`src/rtl/cache_pkg.sv`:
```
// Shared constants and FSM state encoding for the set-associative cache.
package cache_pkg;
  localparam int ADDR_W   = 32;
  localparam int OFFSET_W = 2;

  typedef enum logic [1:0] {
    IDLE,
    WRITEBACK,
    REFILL,
    RESPOND
  } state_e;
endpackage

```
`src/rtl/lru_tracker.sv`:
```
// Per-set LRU age update: the accessed way becomes youngest and every way
// younger than its old age is pushed one step older.
module lru_tracker #(
  parameter int WAYS  = 4,
  parameter int AGE_W = $clog2(WAYS)
) (
  input  logic [WAYS-1:0][AGE_W-1:0] age_i,
  input  logic [AGE_W-1:0]           way_i,
  output logic [WAYS-1:0][AGE_W-1:0] age_o
);
  logic [AGE_W-1:0] old_age;
  assign old_age = age_i[way_i];

  for (genvar w = 0; w < WAYS; w++) begin : g_way
    always_comb begin
      age_o[w] = age_i[w];
      if (way_i == AGE_W'(w))    age_o[w] = '0;
      else if (age_i[w] < old_age) age_o[w] = age_i[w] + 1'b1;
    end
  end
endmodule

```
`src/rtl/assoc_cache.sv`:
```
// Write-back, write-allocate set-associative cache, one word per line, LRU
// replacement. Define CACHE_STATS_EN to enable saturating hit/miss counters.
module assoc_cache
  import cache_pkg::*;
#(
  parameter int SETS   = 16,
  parameter int WAYS   = 4,
  parameter int DATA_W = 32
) (
  input  logic              clk_i,
  input  logic              rst_ni,
  input  logic              req_i,
  input  logic              we_i,
  input  logic [ADDR_W-1:0] addr_i,
  input  logic [DATA_W-1:0] wdata_i,
  output logic [DATA_W-1:0] rdata_o,
  output logic              ready_o,
  output logic              hit_o,
  output logic              mem_req_o,
  output logic              mem_we_o,
  output logic [ADDR_W-1:0] mem_addr_o,
  output logic [DATA_W-1:0] mem_wdata_o,
  input  logic              mem_ack_i,
  input  logic [DATA_W-1:0] mem_rdata_i,
  output logic [31:0]       hit_count_o,
  output logic [31:0]       miss_count_o
);
  localparam int IDX_W = $clog2(SETS);
  localparam int WAY_W = $clog2(WAYS);
  localparam int TAG_W = ADDR_W - OFFSET_W - IDX_W;

  typedef logic [WAYS-1:0][WAY_W-1:0] ages_t;

  state_e            state;
  logic [WAYS-1:0]   valid_q [SETS];
  logic [WAYS-1:0]   dirty_q [SETS];
  ages_t             age_q   [SETS];
  logic [TAG_W-1:0]  tag_q   [SETS][WAYS];
  logic [DATA_W-1:0] data_q  [SETS][WAYS];
  logic [WAY_W-1:0]  vic_q;

  logic [IDX_W-1:0]  idx;
  logic [TAG_W-1:0]  tag;
  logic              unused_offset;
  assign idx = addr_i[IDX_W+OFFSET_W-1:OFFSET_W];
  assign tag = addr_i[ADDR_W-1:IDX_W+OFFSET_W];
  assign unused_offset = ^addr_i[OFFSET_W-1:0];

  logic             hit, vic_dirty;
  logic [WAY_W-1:0] hit_way, vic_way, acc_way;

  // Victim: lowest invalid way wins, otherwise the way holding the oldest age.
  always_comb begin
    hit     = 1'b0;
    hit_way = '0;
    vic_way = '0;
    for (int w = 0; w < WAYS; w++)
      if (valid_q[idx][w] && tag_q[idx][w] == tag) begin
        hit     = 1'b1;
        hit_way = WAY_W'(w);
      end
    for (int w = 0; w < WAYS; w++)
      if (age_q[idx][w] == WAY_W'(WAYS-1)) vic_way = WAY_W'(w);
    for (int w = WAYS-1; w >= 0; w--)
      if (!valid_q[idx][w]) vic_way = WAY_W'(w);
  end

  assign vic_dirty = valid_q[idx][vic_way] && dirty_q[idx][vic_way];
  assign acc_way   = (state != IDLE) ? vic_q : (hit ? hit_way : vic_way);

  logic              line_we, tag_we, lru_upd, line_dirty;
  logic [DATA_W-1:0] line_data;

  always_comb begin
    line_we    = 1'b0;
    tag_we     = 1'b0;
    lru_upd    = 1'b0;
    line_dirty = 1'b1;
    line_data  = wdata_i;
    case (state)
      IDLE: if (req_i) begin
        if (hit) begin
          line_we = we_i;
          lru_upd = 1'b1;
        end else if (!vic_dirty && we_i) begin
          line_we = 1'b1;
          tag_we  = 1'b1;
          lru_upd = 1'b1;
        end
      end
      WRITEBACK: if (mem_ack_i && we_i) begin
        line_we = 1'b1;
        tag_we  = 1'b1;
        lru_upd = 1'b1;
      end
      REFILL: if (mem_ack_i) begin
        line_we    = 1'b1;
        tag_we     = 1'b1;
        lru_upd    = 1'b1;
        line_dirty = 1'b0;
        line_data  = mem_rdata_i;
      end
      default: ;
    endcase
  end

  ages_t age_nxt;
  lru_tracker #(.WAYS(WAYS), .AGE_W(WAY_W)) u_lru (
    .age_i (age_q[idx]),
    .way_i (acc_way),
    .age_o (age_nxt)
  );

  always_ff @(posedge clk_i or negedge rst_ni) begin
    if (!rst_ni) begin
      state <= IDLE;
      vic_q <= '0;
      for (int s = 0; s < SETS; s++) begin
        valid_q[s] <= '0;
        dirty_q[s] <= '0;
        for (int w = 0; w < WAYS; w++) age_q[s][w] <= WAY_W'(w);
      end
    end else begin
      if (line_we) dirty_q[idx][acc_way] <= line_dirty;
      if (tag_we)  valid_q[idx][acc_way] <= 1'b1;
      if (lru_upd) age_q[idx]            <= age_nxt;
      case (state)
        IDLE: if (req_i && !hit) begin
          vic_q <= vic_way;
          if (vic_dirty)  state <= WRITEBACK;
          else if (we_i)  state <= RESPOND;
          else            state <= REFILL;
        end
        WRITEBACK: if (mem_ack_i) state <= we_i ? RESPOND : REFILL;
        REFILL:    if (mem_ack_i) state <= RESPOND;
        RESPOND:   state <= IDLE;
        default:   state <= IDLE;
      endcase
    end
  end

  // Line payload carries no reset; valid bits gate every use of it.
  always_ff @(posedge clk_i) begin
    if (line_we) data_q[idx][acc_way] <= line_data;
    if (tag_we)  tag_q[idx][acc_way]  <= tag;
  end

  assign hit_o       = (state == IDLE) && req_i && hit;
  assign ready_o     = hit_o || (state == RESPOND);
  assign rdata_o     = (state == RESPOND) ? data_q[idx][vic_q] : data_q[idx][hit_way];
  assign mem_req_o   = (state == WRITEBACK) || (state == REFILL);
  assign mem_we_o    = (state == WRITEBACK);
  assign mem_wdata_o = data_q[idx][vic_q];
  assign mem_addr_o  = (state == WRITEBACK) ? {tag_q[idx][vic_q], idx, {OFFSET_W{1'b0}}}
                                            : {addr_i[ADDR_W-1:OFFSET_W], {OFFSET_W{1'b0}}};

`ifdef CACHE_STATS_EN
  logic [31:0] hit_cnt, miss_cnt;
  always_ff @(posedge clk_i or negedge rst_ni) begin
    if (!rst_ni) begin
      hit_cnt  <= '0;
      miss_cnt <= '0;
    end else if (ready_o) begin
      if (hit_o && hit_cnt != '1)    hit_cnt  <= hit_cnt + 1'b1;
      if (!hit_o && miss_cnt != '1)  miss_cnt <= miss_cnt + 1'b1;
    end
  end
  assign hit_count_o  = hit_cnt;
  assign miss_count_o = miss_cnt;
`else
  assign hit_count_o  = '0;
  assign miss_count_o = '0;
`endif
endmodule
```
`config.mk`:
```
export PLATFORM = sky130hd
export DESIGN_NAME = assoc_cache
export DESIGN_NICKNAME = d
export VERILOG_FILES = /design/src/rtl/cache_pkg.sv /design/src/rtl/lru_tracker.sv /design/src/rtl/assoc_cache.sv
export SDC_FILE = /design/constraint.sdc
export NUM_CORES = 2
export LEC_CHECK = 0
export ABC_AREA = 1
export CAP_MARGIN = 5
export CORE_MARGIN = 1
export CORE_UTILIZATION = 25
export CTS_BUF_LIST = sky130_fd_sc_hd__clkbuf_8
export CTS_CLUSTER_DIAMETER = 40
export DETAILED_ROUTE_END_ITERATION = 10
export PLACE_DENSITY_LB_ADDON = 0.3
export SYNTH_ARGS = -nofsm -noshare
export SYNTH_HDL_FRONTEND = slang
export SYNTH_HIERARCHICAL = 1
export SYNTH_SLANG_ARGS = --single-unit
```
`constraint.sdc`:
```
create_clock -name clk_i -period 8.1 [get_ports clk_i]
set_clock_uncertainty 0.05 [all_clocks]
set_input_delay 1.62 -clock clk_i [delete_from_list [all_inputs] [get_ports clk_i]]
set_output_delay 1.62 -clock clk_i [all_outputs]
set_load 0.03 [all_outputs]
```
# After elaboration in Yosys (flattened, before gate mapping)
# Memory sizes are Yosys's and may differ from the RTL's.
# Cells that the tools add are included.
word_totals:
  regBits: 260
  ramBits: 3712
  in_bits: 101
  output_inout_bits: 164
  word_cells: 248
  n_memories: 2
classes:
  add_sub_neg: 4
  order_cmp: 13
  eq_ne: 16
  mux: 88
  n_bitwise: 5
  n_reduce_logical: 22
memory_table:
  columns: ["name", "words", "word_bits", "read_ports", "rd_ports_with_merged_regs", "write_ports", "line_no", "text"]
  rows:
  - ["data_q", 16, 128, 1, 0, 1, "assoc_cache.sv:39", "logic [DATA_W-1:0] data_q [SETS][WAYS];"]
  - ["tag_q", 16, 104, 1, 0, 1, "assoc_cache.sv:38", "logic [TAG_W-1:0] tag_q [SETS][WAYS];"]
ops:
  columns: ["operator", "n"]
  rows:
  - ["$mux W32", 9]
  - ["$bmux W32 S2", 2]
  - ["$bwmux W128", 1]
  - ["$mux W128", 1]
  - ["$eq A26 B26 Y1", 4]
  - ["$mux W104", 1]
  - ["$mux W26", 3]
  - ["$bwmux W64", 1]
  - ["$demux W32 S2", 1]
  - ["$or A64 B64 Y64", 1]
  - ["$bmux W26 S2", 1]
  - ["$demux W26 S2", 1]
  - ["$mux W2", 23]
  - ["$bmux W4 S4", 2]
  - ["$bmux W8 S4", 1]
  - ["$demux W8 S4", 1]
  - ["$mux W8", 3]
  - ["$mux W1", 23]
  - ["$mux W4", 5]
  - ["$demux W4 S4", 1]
  - ["$eq A2 B2 Y1 const B", 7]
  - ["$logic_and A1 B1 Y1", 13]
  - ["$ge A3 B3 Y1 const B", 3]
  - ["$not A2 Y3", 3]
  - ["22 further kinds", 37]

# Depth between registers and ports, before layout
logic_depth:
  depth_word: 23
  depth_mapped: 39
  depth_no_buf: 34

# Hierarchy
# Netlist, hierarchy kept.
modules_own_cells:
  columns: ["module", "instances", "cells_per_inst", "area_per_inst_um2", "seq_area_each_um2"]
  rows:
  - ["assoc_cache", 1, 13477, 161643.8, 118053.2]
  - ["lru_tracker", 1, 65, 331.6, 0.0]

# Least setup slack after synthesis
# Ideal clock, no wire load.
synth_timing:
  path_type: "input to output"
  startpoint: "input port addr_i[3]"
  endpoint: "output port rdata_o[26]"
  t_arrival_ns: 4.976
  t_required_ns: 6.430
  setup_slack_ns: 1.454
  path_stages: 17
  n_path_buf: 7
  cell_sequence: "buf_4 nand2_4 inv_2 buf_2 buf_4 buf_6 clkbuf_1 clkbuf_1 clkbuf_1 a22oi_1 a21oi_1 nor4_1 nor2_1 a21oi_1 o21ai_0 nor2_1 a31oi_1"
synth_between:
  word_cells_on_any_way: 23
  cone_classes: "eq/ne: 3; mux: 13; bitwise: 2; reduce/logical: 3; memory: 2"
synth_rtl:
  columns: ["item", "line_no", "text"]
  rows:
  - ["from (decl)", "assoc_cache.sv:14", "input logic [ADDR_W-1:0] addr_i,"]
  - ["$mem_v2 Z16 W128", null, null]
  - ["$bmux W32 S2", null, null]
  - ["$mux W32 (2 in a row)", null, null]
  - ["net mem_wdata_o[26]", "assoc_cache.sv:22", "output logic [DATA_W-1:0] mem_wdata_o,"]
  - ["$mux W32", "assoc_cache.sv:150", "assign rdata_o = (state == RESPOND) ? data_q[idx][vic_q] : data_q[idx][hit_way];"]
  - ["to (decl)", "assoc_cache.sv:16", "output logic [DATA_W-1:0] rdata_o,"]
# The timed path passes the listed nets, and every way through them passes these cells. The select of a mux whose other input is x is not followed.

# Worst setup path after layout
layout_timing:
  startpoint: "input port addr_i[5]"
  endpoint: "output port rdata_o[20]"
layout_between:
  elab_chain_cells: 13
  word_cells_on_any_way: 23
  cone_classes: "eq/ne: 3; mux: 13; bitwise: 2; reduce/logical: 3; memory: 2"
layout_rtl:
  columns: ["item", "line_no"]
  rows:
  - ["parallel branches: the longest is 12 deep, another holds $mem_v2 Z16 W104", null]
  - ["$mux W32 (*)", "assoc_cache.sv:150"]
# Every way passes the cells marked *. The select of a mux whose other input is x is not followed.

==> results_dict.tcl <==
set metrics [dict create \
    outcome "complete, no violations" \
    grt-ovfl-total 0 \
    power.density_nw_per_um2 259 \
    share_clk_of_total_power_pct 32.1 \
    max-clock-path-buffers 4 \
    clock_latency_ns 1.13 \
    slew_violations 0 \
    share_comb_of_total_power_pct 18.8 \
    power_frac_seq_pct 49.0 \
    timing.critical_path.max_delay_family "buffers and inverters" \
    synth_compound_area_share_pct 8.75 \
    yosys-mux-area-fraction_pct 0 \
    final_net_count 14400 \
    slew_headroom_pct 13.9 \
    path_common_cell "sky130_fd_sc_hd__buf_4" \
    rsz_0062_raised_after_global_routing "false" \
    post_synth_xor_area_fraction_pct 0.00541 \
    swShare_pct 30.5 \
    yosys.cell_count.top_type "sky130_fd_sc_hd__nand2_1" \
    timing_worst_setup_path_type "in2out" \
    worst_setup_hold_path_clk_slew_ns 0.06 \
    synthFlopType "sky130_fd_sc_hd__edfxtp_1" \
    synth-seq-area-share_pct 72.9 \
    antenna_found_initial 30 \
    num_rows 295 \
    gr-usage-met3_pct 3.41 \
    routed_wirelength_um 569000 \
    post_cts_buffers 0 \
    chipWidth_um 807 \
    number_of_synthesized_flops_with_an_enable_pin 3712 \
    grt_use_met2_pct 26.0 \
    syn_avg_cell_area_um2 12.0 \
    synth_top_cell_by_area "sky130_fd_sc_hd__edfxtp_1" \
    dieHeight_um 807 \
    worst-path-buf-inv 9 \
    cts_hold_repair.buffers 0 \
    critical_path.endpoint_type "output port" \
    routed-via-count 111000 \
    port-buffer-count 196 \
    die-area_um2 651000 \
    drive_above_1_share_pct 12.4 \
    setup_viol 0 \
    final-hold-violation-count 0 \
    globalRoute.busiestLayer "met2" \
    finalWeightedCongestion 0.904 \
    clock_tree_from_tritoncts "yes" \
    drt_first_pass_iters 7 \
    starting_density_pct 25.1 \
    viasPerCell 4.73 \
    areaGrowthSynthToFinish_pct 18.0 \
    asyncSetResetFlopFracSynth_pct 6.55 \
    synth_cell_types 44 \
    grt.total_usage_pct 16.7 \
    clkSinkCount 3972 \
    power.internal_mw 34.5 \
    final_design_area_no_fill_um2 191000 \
    timing.critical_path.slowest_cell_delay_ns 0.89 \
    post-route-min-period_ns 7.89 \
    ctsHtreeMaxLevel 6 \
    vdd_ir_drop_max_mv 0.221 \
    root_buffer "sky130_fd_sc_hd__clkbuf_8" \
    syn-cell-area_um2 162000 \
    tns_ns 0 \
    signal_arrival_time_at_the_worst_endpoint_ns 6.22 \
    top_level_ports 265 \
    post-dp-hpwl_um 336000 \
    p_switching_mw 15.1 \
    dpl-instance-area_um2 180000 \
    synth.yosys.warnings 6 \
    maxCapViolations 0 \
    clock.fmax_ghz 0.127 \
    drt_drc_violations_left 0 \
    cts_buffers 630 \
    synth_fa_ha_area_share_pct 0.0618 \
    cp_max_fanout 51 \
    crit_path_start_kind "input port" \
    yosys.area.top_type_share_pct 68.8 \
    power.leakage_nw 70.6 \
    grt_first_pass_wirelength_um 795000 \
    critical_path.reg2reg.startpoint "tag_q[15][59]" \
    final_antenna_net_count 0 \
    gr-usage-met1_pct 23.6 \
    worstPathCellList "clkdlybuf4s50_1 > buf_4 > nor2_4 > buf_12 > buf_4 > inv_8 > buf_12 > a21oi_1 > nor4_1 > buf_4 > a21oi_1 > o21ai_0 > o21ai_0 > o21ai_0 > inv_1 > buf_4" \
    grt_max_degree 128 \
    yosys_register_bits 3972 \
    hold_start "valid_q[8]" \
    yosys.area_share.simple_pct 14.7 \
    final_cell_count_no_fill 23400 \
    synthesis.instances 13500 \
    vias_in_the_first_global_route 105000 \
    worst_pin_slew_ns 1.28 \
    hold_path.class "reg2reg" \
    yosys-top-cells-area "sky130_fd_sc_hd__edfxtp_1 69%, sky130_fd_sc_hd__nand2_1 12%, sky130_fd_sc_hd__a22oi_1 4.8%" \
    main_combinational_cell_family_by_area_after_synthesis "simple AND/OR/NAND/NOR gates" \
    fin_crit_sh_pct 97.4 \
    cp_data_required_time_ns 6.43 \
    crit_start "addr_i[5]" \
    crit_path_top_delay_cell "sky130_fd_sc_hd__nor4_1" \
    synth_common_cells "5080 x sky130_fd_sc_hd__nand2_1, 3712 x sky130_fd_sc_hd__edfxtp_1, 1029 x sky130_fd_sc_hd__a22oi_1, 667 x sky130_fd_sc_hd__a21oi_1, 423 x sky130_fd_sc_hd__inv_1" \
    filler_cell_count 65900 \
    core_area_um2 646000 \
    drt_iter0_markers 12000 \
    numPlacedInstances 22300 \
    routedWlPerCell_um 24.4 \
]
-- cell usage in the layout (no fill, tap or decap), types with 11 or more instances in the layout --
| cell | count |
|---|---|
| sky130_fd_sc_hd__a21oi_1 | 667 |
| sky130_fd_sc_hd__a22oi_1 | 1029 |
| sky130_fd_sc_hd__a31oi_1 | 40 |
| sky130_fd_sc_hd__buf_12 | 291 |
| sky130_fd_sc_hd__buf_4 | 526 |
| sky130_fd_sc_hd__clkbuf_8 | 648 |
| sky130_fd_sc_hd__clkdlybuf4s50_1 | 75 |
| sky130_fd_sc_hd__clkinv_1 | 138 |
| sky130_fd_sc_hd__clkinv_2 | 37 |
| sky130_fd_sc_hd__clkinvlp_4 | 20 |
| sky130_fd_sc_hd__conb_1 | 66 |
| sky130_fd_sc_hd__dfrtp_1 | 194 |
| sky130_fd_sc_hd__dfstp_2 | 64 |
| sky130_fd_sc_hd__diode_2 | 16 |
| sky130_fd_sc_hd__edfxtp_1 | 3712 |
| sky130_fd_sc_hd__inv_1 | 592 |
| sky130_fd_sc_hd__inv_2 | 62 |
| sky130_fd_sc_hd__inv_6 | 19 |
| sky130_fd_sc_hd__nand2_1 | 5043 |
| sky130_fd_sc_hd__nand2_2 | 33 |
| sky130_fd_sc_hd__nand2_4 | 16 |
| sky130_fd_sc_hd__nand3_1 | 286 |
| sky130_fd_sc_hd__nand3_4 | 11 |
| sky130_fd_sc_hd__nand4_1 | 42 |
| sky130_fd_sc_hd__nor2_1 | 386 |
| sky130_fd_sc_hd__nor2_2 | 11 |
| sky130_fd_sc_hd__nor2_4 | 30 |
| sky130_fd_sc_hd__nor3_1 | 13 |
| sky130_fd_sc_hd__nor4_1 | 47 |
| sky130_fd_sc_hd__nor4_2 | 16 |
| sky130_fd_sc_hd__o211ai_1 | 48 |
| sky130_fd_sc_hd__o21ai_0 | 318 |
| sky130_fd_sc_hd__o21ai_1 | 78 |
| sky130_fd_sc_hd__o21bai_1 | 18 |
| sky130_fd_sc_hd__o22ai_1 | 51 |
| sky130_fd_sc_hd__or4_1 | 65 |
-- stage by stage --
| step | power [mW] | worst slack (ns) | hold WS (ns) | util [%] |
|---|---|---|---|---|
| after floorplan | 29.0 | 1.45 | 0.369 | - |
| after global placement | 33.8 | 0.0265 | 0.381 | 27.9 |
| after detailed placement | 33.9 | 0.0557 | 0.386 | 27.9 |
| after CTS | 49.8 | 0.0616 | 0.401 | 29.6 |
| after global routing | 51.3 | 0.0831 | 0.407 | 29.6 |
| final | 49.5 | 0.208 | 0.403 | 29.6 |
-- logic make-up (layout without fill, tap and decap cells) --
group / after synthesis / after routing
flip-flops: 3972 / 3972
buffers and inverters: 1298 / 2443
AND/OR/NAND/NOR: 6005 / 6005
other: 1 / 82
XOR/XNOR: 1 / 1
adder cells (fa/ha/maj): 8 / 8
AO/OA/AOI/OAI: 2257 / 2257
-- state kept, by name, summed over array words and instances (netlist names) --
name     cells
valid_q     64
state        2
dirty_q     64
vic_q        2
data_q    2048
age_q      128
tag_q     1664
-- worst paths after layout --
| path | to | slack, ns | cells past startpoint |
|---|---|---|---|
| max | rdata_o[20] | 0.21 | 16 |
| min reg2reg | valid_q[8] | 0.40 | 2 |
| min | valid_q[8] | 0.40 | 2 |
| min in group asynchronous | age_q[60] | 0.52 | 1 |
| max reg2reg | age_q[48] | 2.84 | 33 |
| max in group asynchronous | vic_q[0] | 6.22 | 2 |
-- worst reg2reg max path: cells and delay by family (launching register included) --
kind	cells	cell delay [ns]
AND/OR/NAND/NOR	23	2.41
buffers and inverters	6	1.20
AO/OA/AOI/OAI	3	0.87
flip-flops	1	0.36
adder cells (fa/ha/maj)	1	0.29
-- power groups by stage --
stage | combinational, mW | clock [mW] | sequential (mW)
after floorplan | 4.38 | 0 | 24.6
after global placement | 9.15 | 0 | 24.7
after detailed placement | 9.21 | 0 | 24.7
after CTS | 9.24 | 16.2 | 24.3
after global routing | 9.85 | 17.1 | 24.3
final | 9.33 | 15.9 | 24.3
-- layout make-up --
cell class                 count  area, um2  area share (%)
sequential                  3972     118000            61.8
multi-input combinational   8337      38700            20.3
tap                         8613      10800            5.64
timing repair buffer         896      10600            5.54
clock buffer                 648       8920            4.67
clock inverter               445       2220            1.16
inverter                     454       1790           0.934
antenna                       16       40.0          0.0210
-- timing repair --
item	CTS	global route
endpoints found under the hold margin	0	0
setup endpoints to repair	0	2
resized for setup	0	1
-- layer usage --
| metal | part of all wire (%) | vias up |
|---|---|---|
| met5 | 0.027 | - |
| met4 | 3.1 | 10 |
| met3 | 8.1 | 867 |
| met2 | 44 | 4632 |
| met1 | 44 | 55800 |
| li1 | - | 49300 |
Note: power is estimated with default switching activity, not from simulation.
